File: src/rtl/instruction_decode_stage_if.sv
// Shared decode constants/types and the fetch/execute handshake bundle
// for instruction_decode_stage.
package instruction_decode_stage_pkg;
    localparam int XLEN          = 32;
    localparam int IMM_SEL_WIDTH = 2;

    localparam logic [IMM_SEL_WIDTH:0] IMM_I_TYPE       = 3'd0;
    localparam logic [IMM_SEL_WIDTH:0] IMM_S_TYPE       = 3'd1;
    localparam logic [IMM_SEL_WIDTH:0] IMM_B_TYPE       = 3'd2;
    localparam logic [IMM_SEL_WIDTH:0] IMM_U_TYPE       = 3'd3;
    localparam logic [IMM_SEL_WIDTH:0] IMM_J_TYPE       = 3'd4;
    localparam logic [IMM_SEL_WIDTH:0] IMM_UNKNOWN_TYPE = 3'd7;

    typedef struct packed {
        logic [XLEN-1:0]        pc;
        logic [31:0]            instr;
        logic [IMM_SEL_WIDTH:0] imm_sel;
        logic                   imm_en;
        logic                   illegal;
    } id_entry_t;
endpackage

interface instruction_decode_stage_if;
    import instruction_decode_stage_pkg::*;

    logic                   i_Valid;
    logic                   o_Ready;
    logic [31:0]            i_Instruction;
    logic [XLEN-1:0]        i_PC;
    logic                   o_Valid;
    logic                   i_Ready;
    logic [XLEN-1:0]        o_PC;
    logic [31:7]            o_Instruction_No_Opcode;
    logic [6:0]             o_Opcode;
    logic [4:0]             o_Rd;
    logic [4:0]             o_Rs1;
    logic [4:0]             o_Rs2;
    logic [2:0]             o_Funct3;
    logic [6:0]             o_Funct7;
    logic [IMM_SEL_WIDTH:0] o_Imm_Select;
    logic                   o_Imm_Enable;
    logic                   o_Illegal;

    modport master (
        input  i_Valid, i_Instruction, i_PC, i_Ready,
        output o_Ready, o_Valid, o_PC, o_Instruction_No_Opcode,
        output o_Opcode, o_Rd, o_Rs1, o_Rs2, o_Funct3, o_Funct7,
        output o_Imm_Select, o_Imm_Enable, o_Illegal
    );

    modport slave (
        output i_Valid, i_Instruction, i_PC, i_Ready,
        input  o_Ready, o_Valid, o_PC, o_Instruction_No_Opcode,
        input  o_Opcode, o_Rd, o_Rs1, o_Rs2, o_Funct3, o_Funct7,
        input  o_Imm_Select, o_Imm_Enable, o_Illegal
    );
endinterface

File: src/rtl/instruction_decode_stage.sv
// Fetch->execute decode pipeline register with optional skid entry.
// Optional feature macro: DECODE_SKID_BUFFER_EN (registered o_Ready).
module instruction_decode_stage
    import instruction_decode_stage_pkg::*;
(
    input  logic i_Clock,
    input  logic i_Reset,
    input  logic i_Flush,
    instruction_decode_stage_if.master bus
);

    typedef enum logic [1:0] {
        EMPTY = 2'd0,
        FULL  = 2'd1,
        SKID  = 2'd2
    } state_t;

    localparam id_entry_t ENTRY_IDLE = '{
        pc:      '0,
        instr:   '0,
        imm_sel: IMM_UNKNOWN_TYPE,
        imm_en:  1'b0,
        illegal: 1'b0
    };

    function automatic id_entry_t decode(
        input logic [31:0]     instr,
        input logic [XLEN-1:0] pc
    );
        id_entry_t  e;
        logic [6:0] op;
        op        = instr[6:0];
        e.pc      = pc;
        e.instr   = instr;
        e.imm_sel = IMM_UNKNOWN_TYPE;
        e.imm_en  = 1'b1;
        e.illegal = 1'b0;
        unique case (1'b1)
            (op == 7'b0110111),
            (op == 7'b0010111): e.imm_sel = IMM_U_TYPE;
            (op == 7'b1101111): e.imm_sel = IMM_J_TYPE;
            (op == 7'b1100111),
            (op == 7'b0000011),
            (op == 7'b0010011),
            (op == 7'b0001111),
            (op == 7'b1110011): e.imm_sel = IMM_I_TYPE;
            (op == 7'b0100011): e.imm_sel = IMM_S_TYPE;
            (op == 7'b1100011): e.imm_sel = IMM_B_TYPE;
            (op == 7'b0110011): e.imm_en  = 1'b0;
            default: begin
                e.imm_en  = 1'b0;
                e.illegal = 1'b1;
            end
        endcase
        return e;
    endfunction

    state_t    state_q, state_d;
    id_entry_t main_q, main_d;
    id_entry_t in_entry;
    logic      in_fire;
    logic      out_fire;

    assign in_entry = decode(bus.i_Instruction, bus.i_PC);
    assign in_fire  = bus.i_Valid && bus.o_Ready;
    assign out_fire = bus.o_Valid && bus.i_Ready;

    assign bus.o_Valid = (state_q != EMPTY);

`ifdef DECODE_SKID_BUFFER_EN
    id_entry_t skid_q, skid_d;
    logic      ready_q;

    assign bus.o_Ready = ready_q;
`else
    assign bus.o_Ready = !bus.o_Valid || bus.i_Ready;
`endif

    // Next-state and next-payload selection for the main/skid entries.
    always_comb begin
        state_d = state_q;
        main_d  = main_q;
`ifdef DECODE_SKID_BUFFER_EN
        skid_d  = skid_q;
`endif
        if (i_Flush) begin
            state_d = EMPTY;
            main_d  = ENTRY_IDLE;
`ifdef DECODE_SKID_BUFFER_EN
            skid_d  = ENTRY_IDLE;
`endif
        end else begin
            case (state_q)
                EMPTY: begin
                    if (in_fire) begin
                        state_d = FULL;
                        main_d  = in_entry;
                    end
                end
                FULL: begin
                    if (in_fire && out_fire) begin
                        main_d = in_entry;
                    end else if (out_fire) begin
                        state_d = EMPTY;
                        main_d  = ENTRY_IDLE;
`ifdef DECODE_SKID_BUFFER_EN
                    end else if (in_fire) begin
                        state_d = SKID;
                        skid_d  = in_entry;
`endif
                    end
                end
                SKID: begin
`ifdef DECODE_SKID_BUFFER_EN
                    if (out_fire) begin
                        state_d = FULL;
                        main_d  = skid_q;
                        skid_d  = ENTRY_IDLE;
                    end
`else
                    state_d = EMPTY;
                    main_d  = ENTRY_IDLE;
`endif
                end
                default: begin
                    state_d = EMPTY;
                    main_d  = ENTRY_IDLE;
                end
            endcase
        end
    end

    // State and payload registers; reset wins over flush and transfers.
    always_ff @(posedge i_Clock) begin
        if (i_Reset) begin
            state_q <= EMPTY;
            main_q  <= ENTRY_IDLE;
`ifdef DECODE_SKID_BUFFER_EN
            skid_q  <= ENTRY_IDLE;
            ready_q <= 1'b1;
`endif
        end else begin
            state_q <= state_d;
            main_q  <= main_d;
`ifdef DECODE_SKID_BUFFER_EN
            skid_q  <= skid_d;
            ready_q <= (state_d != SKID);
`endif
        end
    end

    assign bus.o_PC                    = main_q.pc;
    assign bus.o_Instruction_No_Opcode = main_q.instr[31:7];
    assign bus.o_Opcode                = main_q.instr[6:0];
    assign bus.o_Rd                    = main_q.instr[11:7];
    assign bus.o_Rs1                   = main_q.instr[19:15];
    assign bus.o_Rs2                   = main_q.instr[24:20];
    assign bus.o_Funct3                = main_q.instr[14:12];
    assign bus.o_Funct7                = main_q.instr[31:25];
    assign bus.o_Imm_Select            = main_q.imm_sel;
    assign bus.o_Imm_Enable            = main_q.imm_en;
    assign bus.o_Illegal               = main_q.illegal;

endmodule

File: src/flat_wrapper.sv
// flat-port wrapper written by rule: the top's interface ports become plain ports
module instruction_decode_stage_flat import instruction_decode_stage_pkg::*;
  (i_Clock, i_Reset, i_Flush, bus_i_Valid, bus_i_Instruction, bus_i_PC, bus_i_Ready, bus_o_Ready, bus_o_Valid, bus_o_PC, bus_o_Instruction_No_Opcode, bus_o_Opcode, bus_o_Rd, bus_o_Rs1, bus_o_Rs2, bus_o_Funct3, bus_o_Funct7, bus_o_Imm_Select, bus_o_Imm_Enable, bus_o_Illegal);
  instruction_decode_stage_if bus_i ();
  input  logic i_Clock;
  input  logic i_Reset;
  input  logic i_Flush;
  input wire logic [$bits(bus_i.i_Valid)-1:0] bus_i_Valid;
  input wire logic [$bits(bus_i.i_Instruction)-1:0] bus_i_Instruction;
  input wire logic [$bits(bus_i.i_PC)-1:0] bus_i_PC;
  input wire logic [$bits(bus_i.i_Ready)-1:0] bus_i_Ready;
  output wire logic [$bits(bus_i.o_Ready)-1:0] bus_o_Ready;
  output wire logic [$bits(bus_i.o_Valid)-1:0] bus_o_Valid;
  output wire logic [$bits(bus_i.o_PC)-1:0] bus_o_PC;
  output wire logic [$bits(bus_i.o_Instruction_No_Opcode)-1:0] bus_o_Instruction_No_Opcode;
  output wire logic [$bits(bus_i.o_Opcode)-1:0] bus_o_Opcode;
  output wire logic [$bits(bus_i.o_Rd)-1:0] bus_o_Rd;
  output wire logic [$bits(bus_i.o_Rs1)-1:0] bus_o_Rs1;
  output wire logic [$bits(bus_i.o_Rs2)-1:0] bus_o_Rs2;
  output wire logic [$bits(bus_i.o_Funct3)-1:0] bus_o_Funct3;
  output wire logic [$bits(bus_i.o_Funct7)-1:0] bus_o_Funct7;
  output wire logic [$bits(bus_i.o_Imm_Select)-1:0] bus_o_Imm_Select;
  output wire logic [$bits(bus_i.o_Imm_Enable)-1:0] bus_o_Imm_Enable;
  output wire logic [$bits(bus_i.o_Illegal)-1:0] bus_o_Illegal;
  assign bus_i.i_Valid = bus_i_Valid;
  assign bus_i.i_Instruction = bus_i_Instruction;
  assign bus_i.i_PC = bus_i_PC;
  assign bus_i.i_Ready = bus_i_Ready;
  assign bus_o_Ready = bus_i.o_Ready;
  assign bus_o_Valid = bus_i.o_Valid;
  assign bus_o_PC = bus_i.o_PC;
  assign bus_o_Instruction_No_Opcode = bus_i.o_Instruction_No_Opcode;
  assign bus_o_Opcode = bus_i.o_Opcode;
  assign bus_o_Rd = bus_i.o_Rd;
  assign bus_o_Rs1 = bus_i.o_Rs1;
  assign bus_o_Rs2 = bus_i.o_Rs2;
  assign bus_o_Funct3 = bus_i.o_Funct3;
  assign bus_o_Funct7 = bus_i.o_Funct7;
  assign bus_o_Imm_Select = bus_i.o_Imm_Select;
  assign bus_o_Imm_Enable = bus_i.o_Imm_Enable;
  assign bus_o_Illegal = bus_i.o_Illegal;
  instruction_decode_stage u_core (.i_Clock(i_Clock), .i_Reset(i_Reset), .i_Flush(i_Flush), .bus(bus_i));
endmodule
File: config.mk
export PLATFORM = sky130hd
export DESIGN_NAME = instruction_decode_stage_flat
export DESIGN_NICKNAME = d
export VERILOG_FILES = /design/src/rtl/instruction_decode_stage_if.sv /design/src/rtl/instruction_decode_stage.sv /design/src/flat_wrapper.sv
export SDC_FILE = /design/constraint.sdc
export NUM_CORES = 1
export LEC_CHECK = 0
export CORE_UTILIZATION = 31
export DETAILED_ROUTE_END_ITERATION = 8
export PLACE_DENSITY_LB_ADDON = 0.15
export SLEW_MARGIN = 20
export SYNTH_ARGS = -nofsm -noshare
export SYNTH_HDL_FRONTEND = slang
export SYNTH_SLANG_ARGS = --single-unit
File: constraint.sdc
create_clock -name i_Clock -period 3.9 [get_ports i_Clock]
set_input_delay 1.17 -clock i_Clock [delete_from_list [all_inputs] [get_ports i_Clock]]
set_output_delay 1.17 -clock i_Clock [all_outputs]
set_load 0.01 [all_outputs]
Word level (Yosys, flattened, before mapping). Cells that the tools add are included.

Register bits after elaboration: 71. Bits of input ports: 69. Logic and storage cells: 47.

Equality and inequality tests: 16. Mux-type cells: 11. Reductions and logical operators: 14.

Operators with widths (number): 2-to-1 mux 69 bit (3); case mux 69 bit (2 select lines) (1); equality test 7 bit (second input constant) (4); equality test 7 x 6 -> 1 bit (second input constant) (3); case mux 3 bit (5 select lines) (1); equality test 7 x 5 -> 1 bit (second input constant) (2); OR reduction 11 bit (1); OR reduction 10 bit (1); equality test 7 x 2 -> 1 bit (second input constant) (1); equality test 7 x 4 -> 1 bit (second input constant) (1); 2-to-1 mux 2 bit (3); OR reduction 5 bit (1); inequality test 2 x 1 -> 1 bit (second input constant) (2); case mux 2 bit (2 select lines) (1); OR reduction 2 bit (2); logical AND 1 bit (3); inequality test 3 x 1 -> 1 bit (second input constant) (1); AND reduction 3 bit (1); equality test 2 x 1 -> 1 bit (second input constant) (1); zero test 2 bit (1); 2-to-1 mux 1 bit (2); inequality test 2 bit (second input constant) (1); AND reduction 2 bit (1); nonzero test 2 bit (1); other kinds (2) (2).

Longest topological paths before layout. Gate-level depths: netlist (run 1).

Depth after elaboration: 7. Mapped depth: 6. Gate-level depth less buffers: 4.

Worst setup path before layout (run 1). No wires, ideal clock.

Path kind: in2out. Start: in bus_i_Ready. End: out bus_o_Ready. Data arrival time: 1.360 ns. Data required time: 2.730 ns. Setup slack: 1.370 ns. Stages on the path: 1. Path buffers: 0. Cells stage by stage: nand2b_1.

Word-level cells in the longest chain between the ends: 1.

RTL lines: start: declaration (line flat_wrapper.sv:11) `input wire logic [$bits(bus_i.i_Ready)-1:0] bus_i_Ready;`; logical OR 1 bit (line instruction_decode_stage.sv:76) `assign bus.o_Ready = !bus.o_Valid || bus.i_Ready;`; end: declaration (line flat_wrapper.sv:12) `output wire logic [$bits(bus_i.o_Ready)-1:0] bus_o_Ready;`.

Every way passes these cells.

Worst setup path in the final report (run 1). Same ends and word-level chain as after synthesis.

==> reports/metrics.yaml, run 1 <==
outcome: "finished, final reports clean"
detailed_route_wire_length_um: 7350
area_growth_syn_to_layout_pct: 61.2
cts_buffers: 9
synth_most_common_cell: "sky130_fd_sc_hd__nor2_1"
root_buffer: "sky130_fd_sc_hd__clkbuf_8"
data_arrival_time_of_the_critical_path_ns: 2.41
detail_route.first_pass.iterations: 4
rsz_0062_raised_after_global_routing: "false"
dr_drc_count: 0
cts.sink_count: 70
top_cell_type_s_share_of_synthesized_area: 0.513
antenna_found_initial: 0
number_of_storage_elements_in_the_synthesis_netlist: 70
timing.critical_path.required_ns: 2.73
port_buffers: 164
detailedPlacementHpwl_um: 5090
worstMarginPinSlew_ns: 0.695
setup-tns-final_ns: 0
path_max_fanout: 4
clock_skew_ns: 0.00761
synthesis.instances: 289
post_cts_hold_buffer_count: 0
chip_width_um: 95.9
number_of_max_capacitance_violations_reported: 0
routed-wl-met2_um: 3430
routed_wire_length_per_instance_um: 13.8
post_synth_top_flop: "sky130_fd_sc_hd__dfxtp_1"
grt_util_all_layers: 0.159
synth.cells.most_frequent: "sky130_fd_sc_hd__nor2_1, sky130_fd_sc_hd__dfxtp_1, sky130_fd_sc_hd__a22oi_1"
yosysTopAreaCell: "sky130_fd_sc_hd__dfxtp_1"
timing.slew.headroom: 0.536
cts_tree: "done"
finished_layout_cells: 531
maximum_ir_drop_on_the_vdd_rail_mv: 0.164
final_net_count: 490
routedLengthMet1_um: 3150
detailedPlace.worstSlack_ns: 0.323
static-leakage-power_nw: 1.62
coreArea_um2: 8380
count_of_instances_resized_after_the_clock_tree_is_built: 0
placementRows: 33
ff2ff_setup_slack_ns: 2.21
cts.path.max_buffers: 2
top_layer_used: "met4"
postSynth.asyncResetShare: 0
drt_iter0_drc: 131
power.density_cell_area_nw_per_um2: 352
synth-edff-count: 0
total_vias_in_the_final_route: 2539
route.met3.wl_um: 672
finalWeightedCongestion: 0.798
yosys_warnings: 0
crit_path_start_kind: "primary input"
grt_pass1_vias: 2290
worst_setup_hold_path_clk_slew_ns: 0.07
combined_area_of_all_synthesized_cells_um2: 2730
final_min_period_over_clock_period: 0.918
grt.overflow.total: 0
placed_cells_incl_taps: 515
critPathKind: "in2out"
r2r-start: "u_core.state_q[0]"
layout-drive-gt1-share: 0.0587
holdCritPathClass: "reg2reg"
r2r_worst_path_depth: 4
floorplan.die_area_um2: 9190
antenna_nets_post_route: 0
grt_first_pass_wirelength_um: 11100
layout_min_cycle_time_ns: 3.58
max_freq_mhz: 279
final_area_um2: 4400
worstSkewPairLatency_ns: 0.33
yosysSeqAreaShare: 0.513
design_power_total_mw: 1.55
crit_end_category: "primary output"
timing.hold.worst_path_depth: 2
setup_viol: 0
post_drt_via_cell_ratio: 4.78
pin_count: 165
synthesis.area_per_instance_um2: 9.45
cts.htree.levels: 3
hold_end: "u_core.bus.o_PC[6]"
synth_cell_types: 30
synth_area_leaders: "sky130_fd_sc_hd__dfxtp_1, sky130_fd_sc_hd__a22oi_1, sky130_fd_sc_hd__nor2_1"
die_h_um: 95.9
post-route-worst-setup-slack_ns: 0.320
pin_count_of_the_biggest_net_entering_global_routing: 66
placement.cell_area_um2: 4220
num_antenna_cells: 0
post_cts.repair.setup_buffers: 0
mappedNetlistNets: 358
timing_hold_violations_final: 0
min-delay-start: "u_core.bus.o_PC[6]"
num-fill-cells: 781
final_max_slew_viol_count: 0
capture_point_of_the_worst_reg_to_reg_path: "u_core.bus.o_Imm_Select[2]"
initial_utilization: 0.326
[cell families after synthesis]
family	share of synthesized area
buffers and inverters	0.128
AO/OA/AOI/OAI	0.217
flip-flops	0.513
AND/OR/NAND/NOR	0.137
multiplexers	0.00504
[registers in the layout (all words and copies together), names as in the netlist]
| name | cells |
|---|---|
| u_core.bus.o_Funct7 | 7 |
| u_core.bus.o_Opcode | 7 |
| u_core.bus.o_Instruction_No_Opcode | 15 |
| u_core.bus.o_PC | 32 |
| u_core.bus.o_Imm_Enable | 1 |
| u_core.bus.o_Imm_Select | 3 |
| u_core.bus.o_Funct3 | 3 |
| u_core.bus.o_Illegal | 1 |
| u_core.state_q | 1 |
[how the worst max path moves through the flow]
stage / start / end / slack, ns / depth (start not counted)
2_1_floorplan: bus_i_Ready / bus_o_Ready / 1.37 / 1
6_report: bus_i_Ready / bus_o_Ready / 0.32 / 3
3_5_place_dp: bus_i_Ready / bus_o_Ready / 0.32 / 3
4_1_cts: bus_i_Ready / bus_o_Ready / 0.32 / 3
3_3_place_gp: bus_i_Ready / bus_o_Ready / 0.33 / 3
5_1_grt: bus_i_Ready / bus_o_Ready / 0.29 / 3
[metrics by stage]
step / utilization / hold WS (ns)
after floorplan: - / 0.521
after global placement: 0.504 / 0.481
after detailed placement: 0.504 / 0.493
after CTS: 0.525 / 0.513
after global routing: 0.525 / 0.540
final: 0.525 / 0.511
[placed cells by master (no fill, tap or decap), types with 2 or more instances in the layout]
master	netlist	final
sky130_fd_sc_hd__a21oi_1	5	5
sky130_fd_sc_hd__a22oi_1	65	65
sky130_fd_sc_hd__buf_4	26	4
sky130_fd_sc_hd__clkbuf_1	6	2
sky130_fd_sc_hd__clkbuf_8	0	9
sky130_fd_sc_hd__clkdlybuf4s50_1	0	164
sky130_fd_sc_hd__clkinv_2	0	4
sky130_fd_sc_hd__dfxtp_1	70	70
sky130_fd_sc_hd__inv_1	2	2
sky130_fd_sc_hd__nand2_1	3	3
sky130_fd_sc_hd__nand2b_1	2	2
sky130_fd_sc_hd__nand3_1	3	3
sky130_fd_sc_hd__nand3b_1	2	2
sky130_fd_sc_hd__nor2_1	71	71
[worst max-delay path, cell delays in order]
cell                              delay (ns)
sky130_fd_sc_hd__clkdlybuf4s50_1        0.51
sky130_fd_sc_hd__nand2b_1               0.18
sky130_fd_sc_hd__clkdlybuf4s50_1        0.55
[layout make-up]
class / instances / area [um2] / share of cell area
clock inverter: 5 / 50.0 / 0.0114
clock buffer: 11 / 131 / 0.0298
sequential: 70 / 1400 / 0.318
inverter: 2 / 7.51 / 0.00170
multi-input combinational: 169 / 991 / 0.225
tap: 105 / 131 / 0.0298
timing repair buffer: 169 / 1690 / 0.384
[routing by layer]
| layer | GRT usage | vias up |
|---|---|---|
| met5 | 0 | - |
| met2 | 0.251 | 97 |
| met3 | 0.0608 | 10 |
| met1 | 0.192 | 1171 |
| li1 | - | 1261 |
| met4 | 0.0684 | 0 |
[report_power, final]
part	switching [mW]	leakage, nW	internal (mW)
Sequential	0.0133	0.570	0.737
Combinational	0.107	0.956	0.146
Clock	0.256	0.0968	0.292
Total	0.376	1.62	1.17
Note: power is estimated with default switching activity, not from simulation.
==> inputs of run 2 (changes only) <==
ABC_AREA = 1   (was default)
SETUP_SLACK_MARGIN = 0.05   (was default)
==> run 2 against run 1 <==
Cell area up 3.2%. Via count grew 7.1%. Fmax rose by 0.84%. Wire length increased by 1.4%. Synthesized cell count increased by 27%. Final cell count grew 16%. Sequential share of layout area down 1.0 points. Global-route usage grew 0.38 points. Non-clock buffer count fell by 1. Sequential power is essentially flat. Clock skew rose by 0.00088 ns.
==> reports/metrics.yaml, run 2 <==
outcome: "finished, final reports clean"
ff2ff_setup_slack_ns: 2.00  # -0.21 ns
initial_utilization: 0.320  # -0.00593
synth_cell_types: 20  # -33%
synthesis.instances: 368  # +27%
pin_count: 165  # unchanged
total_vias_in_the_final_route: 2719  # +7.1%
post_drt_via_cell_ratio: 4.43  # -7.4%
final_cell_mix: "sky130_fd_sc_hd__clkdlybuf4s50_1, sky130_fd_sc_hd__nand2_1, sky130_fd_sc_hd__a21oi_1, sky130_fd_sc_hd__dfxtp_1, sky130_fd_sc_hd__clkbuf_8"
yosys_warnings: 0  # unchanged
num_antenna_cells: 0  # unchanged
finalWeightedCongestion: 0.806  # +1.0%
dr_drc_count: 0  # unchanged
antenna_found_initial: 0  # unchanged
detail_route.first_pass.iterations: 4  # unchanged
final_net_count: 570  # +16%
number_of_flip_flops_in_the_largest_register: 32  # unchanged
grt_pass1_vias: 2564  # +12%
routed_wire_length_per_instance_um: 12.1  # -12%
worstSkewPairLatency_ns: 0.34  # about the same
coreArea_um2: 8720  # +4.0%
number_of_max_capacitance_violations_reported: 0  # unchanged
synth.cells.most_frequent: "sky130_fd_sc_hd__nand2_1, sky130_fd_sc_hd__a21oi_1, sky130_fd_sc_hd__dfxtp_1"
yosysTopAreaCell: "sky130_fd_sc_hd__dfxtp_1"
synthesis.area_per_instance_um2: 7.58  # -20%
synth_area_leaders: "sky130_fd_sc_hd__dfxtp_1, sky130_fd_sc_hd__nand2_1, sky130_fd_sc_hd__a21oi_1"
critPathKind: "in2out"
layout_min_cycle_time_ns: 3.55  # -0.0300 ns
root_buffer: "sky130_fd_sc_hd__clkbuf_8"
data_arrival_time_of_the_critical_path_ns: 2.38  # -0.03 ns
final_min_period_over_clock_period: 0.910  # -0.00768
final_area_um2: 4550  # +3.2%
setup_viol: 0  # unchanged
timing.critical_path.required_ns: 2.73  # about the same
synth_most_common_cell: "sky130_fd_sc_hd__nand2_1"
post_synth_top_flop: "sky130_fd_sc_hd__dfxtp_1"
mappedNetlistNets: 437  # +22%
crit_end_category: "primary output"
grt_util_all_layers: 0.162  # +0.00377
post_cts_hold_buffer_count: 0  # unchanged
globalRouteMet3Util: 0.0853  # +0.0244
chip_width_um: 96.9  # +1.0%
multiInputGateArea_um2: 1050  # +6.1%
critical_path.startpoint: "bus_i_Ready"
mostFrequentLayoutCell: "sky130_fd_sc_hd__clkdlybuf4s50_1"
placementRows: 34  # +3.0%
worstMarginPinSlew_ns: 0.964  # +0.268 ns
postSynth.asyncResetShare: 0  # unchanged
final-seq-area_um2: 1400  # unchanged
endpoint: "bus_o_Ready"
setup-tns-final_ns: 0  # unchanged
maximum_ir_drop_on_the_vdd_rail_mv: 0.210  # +28%
top_cell_type_s_share_of_synthesized_area: 0.502  # -0.0108
met1_usage: 0.186  # -0.00619
cts_tree: "done"
r2r_worst_path_depth: 7  # +3
r2r-start: "u_core.state_q[0]"
synth-edff-count: 0  # unchanged
layout-drive-gt1-share: 0.0553  # -0.00335
grt.overflow.total: 0  # unchanged
worst_setup_hold_path_clk_slew_ns: 0.07  # about the same
placement.cell_area_um2: 4310  # +2.1%
timing.slew.headroom: 0.357  # -0.180
max_freq_mhz: 282  # +0.84%
cts_buffers: 9  # unchanged
capture_point_of_the_worst_reg_to_reg_path: "u_core.bus.o_Funct7[3]"
post_cts.repair.setup_buffers: 0  # unchanged
pin_count_of_the_biggest_net_entering_global_routing: 57  # -14%
number_of_storage_elements_in_the_synthesis_netlist: 70  # unchanged
grt_first_pass_wirelength_um: 12300  # +11%
power.density_cell_area_nw_per_um2: 367  # +4.3%
holdCritPathClass: "reg2reg"
timing_hold_violations_final: 0  # unchanged
cts.path.max_buffers: 2  # unchanged
num-fill-cells: 819  # +4.9%
detailed_route_wire_length_um: 7460  # +1.4%
static-leakage-power_nw: 1.68  # +3.8%
cts.sink_count: 70  # unchanged
count_of_instances_resized_after_the_clock_tree_is_built: 0  # unchanged
combined_area_of_all_synthesized_cells_um2: 2790  # +2.2%
drt_iter0_drc: 100  # -24%
antenna_nets_post_route: 0  # unchanged
path_max_fanout: 4  # unchanged
port_buffers: 164  # unchanged
grt-busiest-layer: "met2"
final_max_slew_viol_count: 0  # unchanged
cts.htree.levels: 3  # unchanged
area_growth_syn_to_layout_pct: 63.0
die_h_um: 96.9  # +1.0%
crit_path_start_kind: "primary input"
use_met2: 0.256  # +0.00509
detailedPlacementHpwl_um: 5220  # +2.5%
clock_skew_ns: 0.00849  # +0.000884 ns
floorplan.die_area_um2: 9380  # +2.1%
rsz_0062_raised_after_global_routing: "false"
yosysSeqAreaShare: 0.502  # -0.0108
-- run 2: through the flow --
| stage | hold WS, ns | setup slack [ns] | utilization | power, mW | cells |
|---|---|---|---|---|---|
| global placement | 0.447 | 0.369 | 0.495 | 1.01 | 598 |
| global route | 0.480 | 0.293 | 0.521 | 1.75 | 614 |
| detailed placement | 0.454 | 0.349 | 0.495 | 1.02 | 598 |
| finish | 0.459 | 0.350 | 0.521 | 1.67 | 614 |
| floorplan | 0.483 | 1.33 | - | 0.877 | 368 |
| CTS | 0.463 | 0.341 | 0.521 | 1.69 | 614 |
-- run 2: layer usage --
layer / share of wire / vias to the layer above
li1: - / 1408
met1: 0.43 / 1184
met2: 0.45 / 115
met3: 0.10 / 12
met4: 0.016 / 0
met5: 0 / -
-- run 2: power by group --
group          leakage, nW  switching [mW]  internal, mW  total [mW]
Clock                0.120           0.260         0.412       0.672
Sequential           0.570          0.0134         0.738       0.751
Combinational        0.995           0.108         0.138       0.246
-- run 2: final cells by class --
| class | instances | area share |
|---|---|---|
| inverters | 11 | 0.00908 |
| flip-flops and latches | 70 | 0.308 |
| well taps | 108 | 0.0297 |
| multi-input cells | 241 | 0.231 |
| clock inverters | 3 | 0.0143 |
| repair buffers | 168 | 0.370 |
| clock buffers | 13 | 0.0371 |
-- run 2: worst min path at each step --
stage / startpoint / endpoint / slack, ns / depth (start not counted)
after global placement: u_core.bus.o_PC[19] / u_core.bus.o_PC[19] / 0.45 / 2
after detailed placement: u_core.bus.o_Opcode[6] / u_core.bus.o_Opcode[6] / 0.45 / 2
after global routing: u_core.bus.o_PC[29] / u_core.bus.o_PC[29] / 0.48 / 2
after floorplan: u_core.bus.o_PC[22] / u_core.bus.o_PC[22] / 0.48 / 2
after CTS: u_core.bus.o_PC[19] / u_core.bus.o_PC[19] / 0.46 / 2
final: u_core.bus.o_Opcode[6] / u_core.bus.o_Opcode[6] / 0.46 / 2
-- run 2: kinds of logic (layout without fill, tap and decap cells) --
group / Yosys count / after routing / share of synthesized area
buf+inv: 57 / 195 / 0.124
flops: 70 / 70 / 0.502
compound gates: 73 / 73 / 0.136
simple gates: 168 / 168 / 0.238
-- run 2: critical path, stage by stage --
cell                              delay (ns)
sky130_fd_sc_hd__clkdlybuf4s50_1        0.44
sky130_fd_sc_hd__nor2_4                 0.20
sky130_fd_sc_hd__inv_1                  0.08
sky130_fd_sc_hd__clkdlybuf4s50_1        0.48
==> inputs of run 3 (changes only) <==
CORE_ASPECT_RATIO = 0.9   (was default)
==> run 3 against run 2 <==
Sequential cell count unchanged. Power down 2.2%. Wire length down 0.13%. Final cell count up 1.6%. Sequential power about the same. Clock power down 5.1%. Sequential share of layout area up 0.17 points. Combinational power about the same. Fmax about the same. Critical endpoint unchanged. Highest routed layer unchanged.
==> reports/metrics.yaml, run 3 (synthesis gave the netlist of run 2 again) <==
final_core_utilization: 0.523  # +0.00148
post-route-worst-setup-slack_ns: 0.351  # +0.000484 ns
detail_route.first_pass.iterations: 4  # unchanged
path_cells: "clkdlybuf4s50_1 -> nor2_4 -> inv_1 -> clkdlybuf4s50_1"
r2r_worst_path_depth: 7  # unchanged
antenna_nets_post_route: 0  # unchanged
placed_cells_incl_taps: 608  # +1.7%
number_of_max_capacitance_violations_reported: 0  # unchanged
setup-tns-final_ns: 0  # unchanged
post_cts.repair.setup_buffers: 0  # unchanged
timing_hold_violations_final: 0  # unchanged
floorplan.die_area_um2: 9380  # about the same
finalWeightedCongestion: 0.790  # -2.0%
grt_first_pass_wirelength_um: 11800  # -4.2%
ff2ff_setup_slack_ns: 1.92  # -0.08 ns
data_arrival_time_of_the_critical_path_ns: 2.38  # about the same
holdCritPathClass: "reg2reg"
finished_layout_cells: 624  # +1.6%
timing.critical_path.required_ns: 2.73  # about the same
capture_point_of_the_worst_reg_to_reg_path: "u_core.bus.o_PC[7]"
rsz_0062_raised_after_global_routing: "false"
number_of_flip_flops_in_the_largest_register: 32  # unchanged
initial_utilization: 0.323  # +0.00268
worstPathBufferInverterCount: 3  # unchanged
pin_count_of_the_biggest_net_entering_global_routing: 66  # +16%
max_freq_mhz: 282  # about the same
cts.path.max_buffers: 2  # unchanged
cts_buffers: 9  # unchanged
cts.htree.levels: 3  # unchanged
design_power_total_mw: 1.63  # -2.2%
layout-drive-gt1-share: 0.0515  # -0.00385
root_buffer: "sky130_fd_sc_hd__clkbuf_8"
worstMarginPinSlew_ns: 0.980  # +0.0161 ns
slowest_delay_ns: 0.48  # about the same
crit_end_category: "primary output"
detailedPlace.worstSlack_ns: 0.352  # +0.00299 ns
timing.hold.worst_path_depth: 2  # unchanged
timing.slew.headroom: 0.346  # -0.0108
cpMostUsedCell: "sky130_fd_sc_hd__clkdlybuf4s50_1"
clock_share_of_power: 0.391  # -0.012
sequentialPowerShare: 0.460  # +0.010
endpoint: "bus_o_Ready"
worst_setup_hold_path_clk_slew_ns: 0.07  # about the same
total_switching_power_mw: 0.383  # +0.45%
worstSkewPairLatency_ns: 0.33  # about the same
post_cts_hold_buffer_count: 0  # unchanged
routed_wire_length_per_instance_um: 11.9  # -1.7%
path_max_fanout: 4  # unchanged
mostFrequentLayoutCell: "sky130_fd_sc_hd__clkdlybuf4s50_1"
die_h_um: 92.0  # -5.0%
placement.cell_area_um2: 4310  # -0.15%
power.density_cell_area_nw_per_um2: 361  # -1.6%
chip_width_um: 102  # +5.3%
cts.sink_count: 70  # unchanged
final_min_period_over_clock_period: 0.910  # about the same
drt_iter0_drc: 88  # -12%
num_antenna_cells: 0  # unchanged
port_buffers: 164  # unchanged
post_drt_via_cell_ratio: 4.46  # +0.79%
clock_skew_ns: 0.00870  # +0.000212 ns
final-seq-area_um2: 1400  # unchanged
detailedPlacementHpwl_um: 5080  # -2.6%
antenna_found_initial: 0  # unchanged
coreArea_um2: 8650  # -0.83%
detailed_route_wire_length_um: 7450  # -0.13%
r2r-start: "u_core.state_q[0]"
switching_share: 0.234  # +0.00616
critical-path-top-delay-family: "buffers and inverters"
placementRows: 32  # -5.9%
layout_min_cycle_time_ns: 3.55  # -0.000484 ns
final_net_count: 569  # -0.18%
grt_util_all_layers: 0.160  # -0.00204
cts_tree: "done"
grt.overflow.total: 0  # unchanged
crit_cells: 4  # unchanged
critPathKind: "in2out"
crit_path_start_kind: "primary input"
grt_pass1_vias: 2491  # -2.8%
final_max_slew_viol_count: 0  # unchanged
cellInternalPower_mw: 1.25  # -3.0%
crit_slowest_cell: "sky130_fd_sc_hd__clkdlybuf4s50_1"
pin_count: 165  # unchanged
final_area_um2: 4520  # -0.55%
num-fill-cells: 855  # +4.4%
worst_hold_slack_after_final_layout_ns: 0.462  # +0.00273 ns
dr_drc_count: 0  # unchanged
outcome: "finished, final reports clean"
setup_viol: 0  # unchanged
power_frac_comb: 0.149  # +0.002
static-leakage-power_nw: 1.67  # -1.1%
maximum_ir_drop_on_the_vdd_rail_mv: 0.168  # -20%
critical_path.startpoint: "bus_i_Ready"
multiInputGateArea_um2: 1050  # unchanged
area_growth_syn_to_layout_pct: 62.1
total_vias_in_the_final_route: 2785  # +2.4%
count_of_instances_resized_after_the_clock_tree_is_built: 0  # unchanged
final_cell_mix: "sky130_fd_sc_hd__clkdlybuf4s50_1, sky130_fd_sc_hd__nand2_1, sky130_fd_sc_hd__a21oi_1, sky130_fd_sc_hd__dfxtp_1, sky130_fd_sc_hd__clkbuf_8"
[run 3: layer usage]
layer	GRT usage	routed length [um]	up-vias
li1	-	-	1409
met1	0.193	3220	1251
met2	0.244	3290	116
met3	0.0861	831	9
met4	0.0476	114	0
met5	0	0	-
[run 3: power by group through the flow]
| stage | Clock [mW] | Combinational (mW) | Sequential [mW] |
|---|---|---|---|
| 2_1_floorplan | 0 | 0.0994 | 0.778 |
| 3_3_place_gp | 0 | 0.243 | 0.767 |
| 3_5_place_dp | 0 | 0.245 | 0.768 |
| 4_1_cts | 0.660 | 0.246 | 0.752 |
| 5_1_grt | 0.690 | 0.266 | 0.755 |
| 6_report | 0.638 | 0.243 | 0.751 |
[run 3: cell type report]
class,count,share of cell area
clock buffers,12,0.0321
clock inverters,4,0.0155
repair buffers,167,0.368
multi-input cells,241,0.232
flip-flops and latches,70,0.310
inverters,11,0.00913
well taps,119,0.0329
[run 3: worst min-delay path: cells and delay by family, from the launching register on]
family             cells  cell delay (ns)
and+or+nand+nor        1             0.06
DFF                    1             0.31
AOI/OAI and AO/OA      1             0.05
[run 3: how the worst min path moves through the flow]
stage,start,to,slack [ns]
after CTS,u_core.bus.o_PC[14],u_core.bus.o_PC[14],0.47
after detailed placement,u_core.bus.o_PC[29],u_core.bus.o_PC[29],0.45
after floorplan,u_core.bus.o_PC[22],u_core.bus.o_PC[22],0.48
after global routing,u_core.bus.o_PC[1],u_core.bus.o_PC[1],0.48
final,u_core.bus.o_PC[14],u_core.bus.o_PC[14],0.46
after global placement,u_core.bus.o_PC[5],u_core.bus.o_PC[5],0.45
